### config.mk
export PLATFORM = sky130hd
export DESIGN_NAME = lsu_bus_bridge
export DESIGN_NICKNAME = d
export VERILOG_FILES = /design/src/rtl/lsu_bus_bridge.sv
export SDC_FILE = /design/constraint.sdc
export NUM_CORES = 1
export LEC_CHECK = 0
export BUFFER_PORTS_ARGS = -buffer_cell sky130_fd_sc_hd__clkbuf_2
export CAP_MARGIN = 0
export CELL_PAD_IN_SITES_DETAIL_PLACEMENT = 0
export CELL_PAD_IN_SITES_GLOBAL_PLACEMENT = 1
export CORE_ASPECT_RATIO = 2
export CORE_MARGIN = 1
export CORE_UTILIZATION = 28
export CTS_BUF_LIST = sky130_fd_sc_hd__clkbuf_8
export CTS_CLUSTER_DIAMETER = 120
export DETAILED_ROUTE_END_ITERATION = 8
export PLACE_DENSITY_LB_ADDON = 0.12
export SYNTH_ARGS = -nofsm -noshare
export SYNTH_HDL_FRONTEND = slang
export SYNTH_SLANG_ARGS = --single-unit
### constraint.sdc
create_clock -name clk -period 1.7 [get_ports clk]
set_input_delay 0.34 -clock clk [delete_from_list [all_inputs] [get_ports clk]]
set_output_delay 0.34 -clock clk [all_outputs]
set_load 0.02 [all_outputs]
### src/rtl/lsu_bus_bridge.sv
// LSU-to-bus bridge: turns a single-cycle LSU request into a valid/ready bus transaction and stalls the pipeline until it completes.
// Optional BUS_TIMEOUT_EN macro enables an abort counter (TIMEOUT_CYCLES) and the bus_err pulse.
module lsu_bus_bridge #(
    parameter int TIMEOUT_CYCLES = 16
) (
    input  logic        clk,
    input  logic        rst,
    input  logic        cs,
    input  logic        wr,
    input  logic [3:0]  mask,
    input  logic [31:0] addr,
    input  logic [31:0] data_wr,
    output logic [31:0] data_rd,
    output logic        stall,
    output logic        bus_valid,
    input  logic        bus_ready,
    output logic        bus_we,
    output logic [31:0] bus_addr,
    output logic [31:0] bus_wdata,
    output logic [3:0]  bus_mask,
    input  logic        bus_rvalid,
    input  logic [31:0] bus_rdata,
    output logic        bus_err
);

    typedef enum logic [1:0] {IDLE, REQ, WAIT, DONE} state_t;

    state_t state, state_nxt;
    logic   capture;

`ifdef BUS_TIMEOUT_EN
    logic [15:0] cnt;
    logic        timeout;
    logic        err_q;
`endif

    always_comb begin
        state_nxt = state;
        capture   = 1'b0;
`ifdef BUS_TIMEOUT_EN
        timeout   = 1'b0;
`endif
        case (state)
            IDLE: if (cs) state_nxt = REQ;
            REQ: begin
                if (bus_ready) begin
                    if (bus_we) begin
                        state_nxt = DONE;
                    end else if (bus_rvalid) begin
                        capture   = 1'b1;
                        state_nxt = DONE;
                    end else begin
                        state_nxt = WAIT;
                    end
                end
            end
            WAIT: begin
                if (bus_rvalid) begin
                    capture   = 1'b1;
                    state_nxt = DONE;
                end
            end
            default: state_nxt = IDLE;
        endcase
`ifdef BUS_TIMEOUT_EN
        // Abort only when the cycle did not already complete the transaction.
        if ((state == REQ || state == WAIT) && state_nxt != DONE &&
            cnt >= 16'(TIMEOUT_CYCLES - 1)) begin
            state_nxt = DONE;
            timeout   = 1'b1;
        end
`endif
    end

    assign bus_valid = (state == REQ);
    assign stall     = (state == IDLE && cs) || state == REQ || state == WAIT;

    always_ff @(posedge clk) begin
        if (rst) begin
            state     <= IDLE;
            bus_we    <= 1'b0;
            bus_addr  <= 32'h0;
            bus_wdata <= 32'h0;
            bus_mask  <= 4'h0;
            data_rd   <= 32'h0;
        end else begin
            state <= state_nxt;
            if (state == IDLE && cs) begin
                bus_we    <= wr;
                bus_addr  <= addr;
                bus_wdata <= data_wr;
                bus_mask  <= mask;
            end
            if (capture)
                data_rd <= bus_rdata;
`ifdef BUS_TIMEOUT_EN
            else if (timeout && !bus_we)
                data_rd <= 32'h0;
`endif
        end
    end

`ifdef BUS_TIMEOUT_EN
    // Counter is held at zero in IDLE, so it starts from zero on entry to REQ.
    always_ff @(posedge clk) begin
        if (rst) begin
            cnt   <= 16'h0;
            err_q <= 1'b0;
        end else begin
            err_q <= timeout;
            if (state == REQ || state == WAIT)
                cnt <= cnt + 16'h1;
            else
                cnt <= 16'h0;
        end
    end

    assign bus_err = err_q;
`else
    assign bus_err = 1'b0;
`endif

endmodule

==> results.cfg <==
[place]
place_area_mm2 = 0.00477
io_buffers = 208
place_ws_ns = 0.0554
gp_congestion = 0.701
dp_hpwl_um = 7470

[min_path]
hp-start = bus_rdata[27]
hold_path_end = data_rd[27]
whs_path_depth = 2
holdCritPathClass = input pin to register

[yosys]
synthesis.nets = 512
yosysWarnings = 0
synth_area_mm2 = 0.00361
synth_most_common_cell = nand2_1
synthCells = 402
yosys-top-cells-area = dfxtp_1 57%, nand2_1 15%, a21oi_1 9.6%, a22o_1 7.8%, buf_6 1.9%
async_reset_ff_share_pct = 0
syn_area_per_cell_um2 = 8.99
seq_area_frac_synth_pct = 57.1
synth_common_cells = 142 x nand2_1, 103 x dfxtp_1, 69 x a21oi_1, 32 x a22o_1, 10 x buf_2
yosys.cell_types.count = 26
ys_seq_elements = 103
synth_top_area_cell = dfxtp_1
synth_edf_count = 0
synth_top_cell_area_share_pct = 57.1
ys.flop_type = dfxtp_1

[global_route]
grt_usage_pct = 15.8
grt_pass1_vias = 3256
grt_pass1_wl_um = 15900
antenna_found_initial = 0
overflow = 0
grt_max_degree = 70

[drt]
drtIter0Drc = 95
post_drt_via_cell_ratio = 4.50
drc = 0
dr.pass1.iters = 6
wl_met3_um = 710
detail_route.wl_per_cell_um = 13.8
wl_met1_um = 3850
routed_wl_um = 10400
maxUsedRoutingLayer = met4
dr_wl_met2_um = 5670
vias = 3403
ant_nets = 0

[floorplan]
ios = 210
rows = 58
die_h_um = 163
die-area_mm2 = 0.0134
die_w_um = 82.3
fp.coreArea_mm2 = 0.0126
start_util_pct = 28.8

[finish]
num-fill-cells = 1309
ff_latch_area_mm2 = 0.00206
antenna_cells = 0
multiInputGateArea_mm2 = 0.00140
drive_gt1_share_pct = 41.0
fin_area_mm2 = 0.00505
syn2layout_area_growth_pct = 39.7
fin_util_pct = 40.2
layout.nets = 712

[cts]
clk_pin_slew_ns = 0.11
cts_buffers = 9
cts_root_buf = clkbuf_8
ctsHtreeMaxLevel = 3
cts_tree = done
clockBufferDepth = 2
clkLatencyLatePin_ns = 0.37
cts.sinks = 103

[status]
status = complete, but fails checks
violations = setup timing

[worst_setup_path]
reg2regPathDepth = 5
timing.rr.start = state[1]
crit_type = register to output pin
path_max_fanout = 3
reg2reg_to = data_rd[24]
start_kind = register
arrival_ns = 1.58
cp-end-kind = output pin
crit_required_ns = 1.36
r2r_slack_ns = 0.19

[pwr]
power.leakage_nw = 2.40
ir_drop_mv = 0.730
p_per_area_mw_per_mm2 = 1440

[sta]
rsz0062_at_grt = true
max_clock_freq_mhz = 522
setup_viol = 1
fin_ws_ns = -0.217
fin_crit_sh_pct = 113
fin_skew_ns = 0.0140
final_max_slew_viol_count = 0
hold_viol_final = 0
finalCriticalPeriod_ns = 1.92

[run]
max-cap-violations = 0
==> area by class of cell <==
class,instances,area share [%]
clock inverter,6,1.49
clock buffer,10,2.73
timing repair buffer,219,23.2
inverter,4,0.297
sequential,103,40.9
tap,150,3.72
multi-input combinational,265,27.7
==> metrics by stage <==
stage	TNS (ns)	hold slack, ns	std cells	power (mW)
after floorplan	0	0.465	402	4.77
after global placement	0	0.441	737	5.55
after detailed placement	0	0.447	737	5.59
after CTS	-0.253	0.138	757	7.42
after global routing	-0.280	0.150	757	7.78
final	-0.217	0.167	757	7.28
==> how the worst max path moves through the flow <==
stage,to,depth (start not counted),slack (ns),start
floorplan,stall,6,0.003,state[0]
global placement,stall,5,0.08,state[0]
detailed placement,stall,5,0.06,state[0]
CTS,stall,5,-0.25,state[1]
global route,stall,5,-0.28,state[0]
finish,stall,5,-0.22,state[0]
==> metal layers <==
metal / track usage, % / vias up
met5: 0 / -
met4: 6.54 / 0
met3: 3.92 / 14
met2: 29.1 / 129
met1: 16.2 / 1527
li1: - / 1733
==> power by group <==
group	switching [mW]	leakage, nW	internal, mW	total, mW
combinational	1.64	1.46	0.967	2.61
clock	0.891	0.105	0.745	1.64
sequential	0.212	0.842	2.83	3.04
==> cells in the final DEF (no fill, tap or decap), drive strengths merged <==
master	synthesis	routed
bufinv	0	1
clkinvlp	0	1
a31o	1	1
nor3	1	1
nand3b	1	1
o41ai	1	1
inv	4	7
buf	23	12
and2	1	1
ha	4	4
a22o	33	33
a211oi	1	1
o311a	1	1
or3	1	1
dfxtp	103	103
clkinv	0	1
nor2	3	3
o21ai	1	1
conb	1	1
clkbuf	7	217
a21oi	69	69
o311ai	1	1
nor2b	3	3
nand2	142	142
==> kinds of logic after synthesis <==
family	count (synthesis)	synth area share, %
compound gates	108	19.5
flops	103	57.1
simple gates	152	16.6
fa+ha+maj	4	1.39
other cells	1	0.104
buf+inv	34	5.33
==> flip-flops by register name, summed over array words and instances (netlist names) <==
signal     count
bus_addr      32
bus_mask       4
bus_wdata     32
bus_we         1
data_rd       32
state          2
==> critical path: stages, from the launching register on <==
cell	delay (ns)
dfxtp_2	0.36
inv_2	0.06
ha_4	0.16
and2_4	0.13
or3_4	0.37
buf_8	0.14
==> timing repair <==
action,in CTS,in global routing
pin swaps,2,0
gates resized for setup,8,1
buffers inserted,4,0
hold buffers,0,0
setup endpoints to repair,1,1
hold endpoints to repair,0,0
Power figures use the tool's default switching activity.
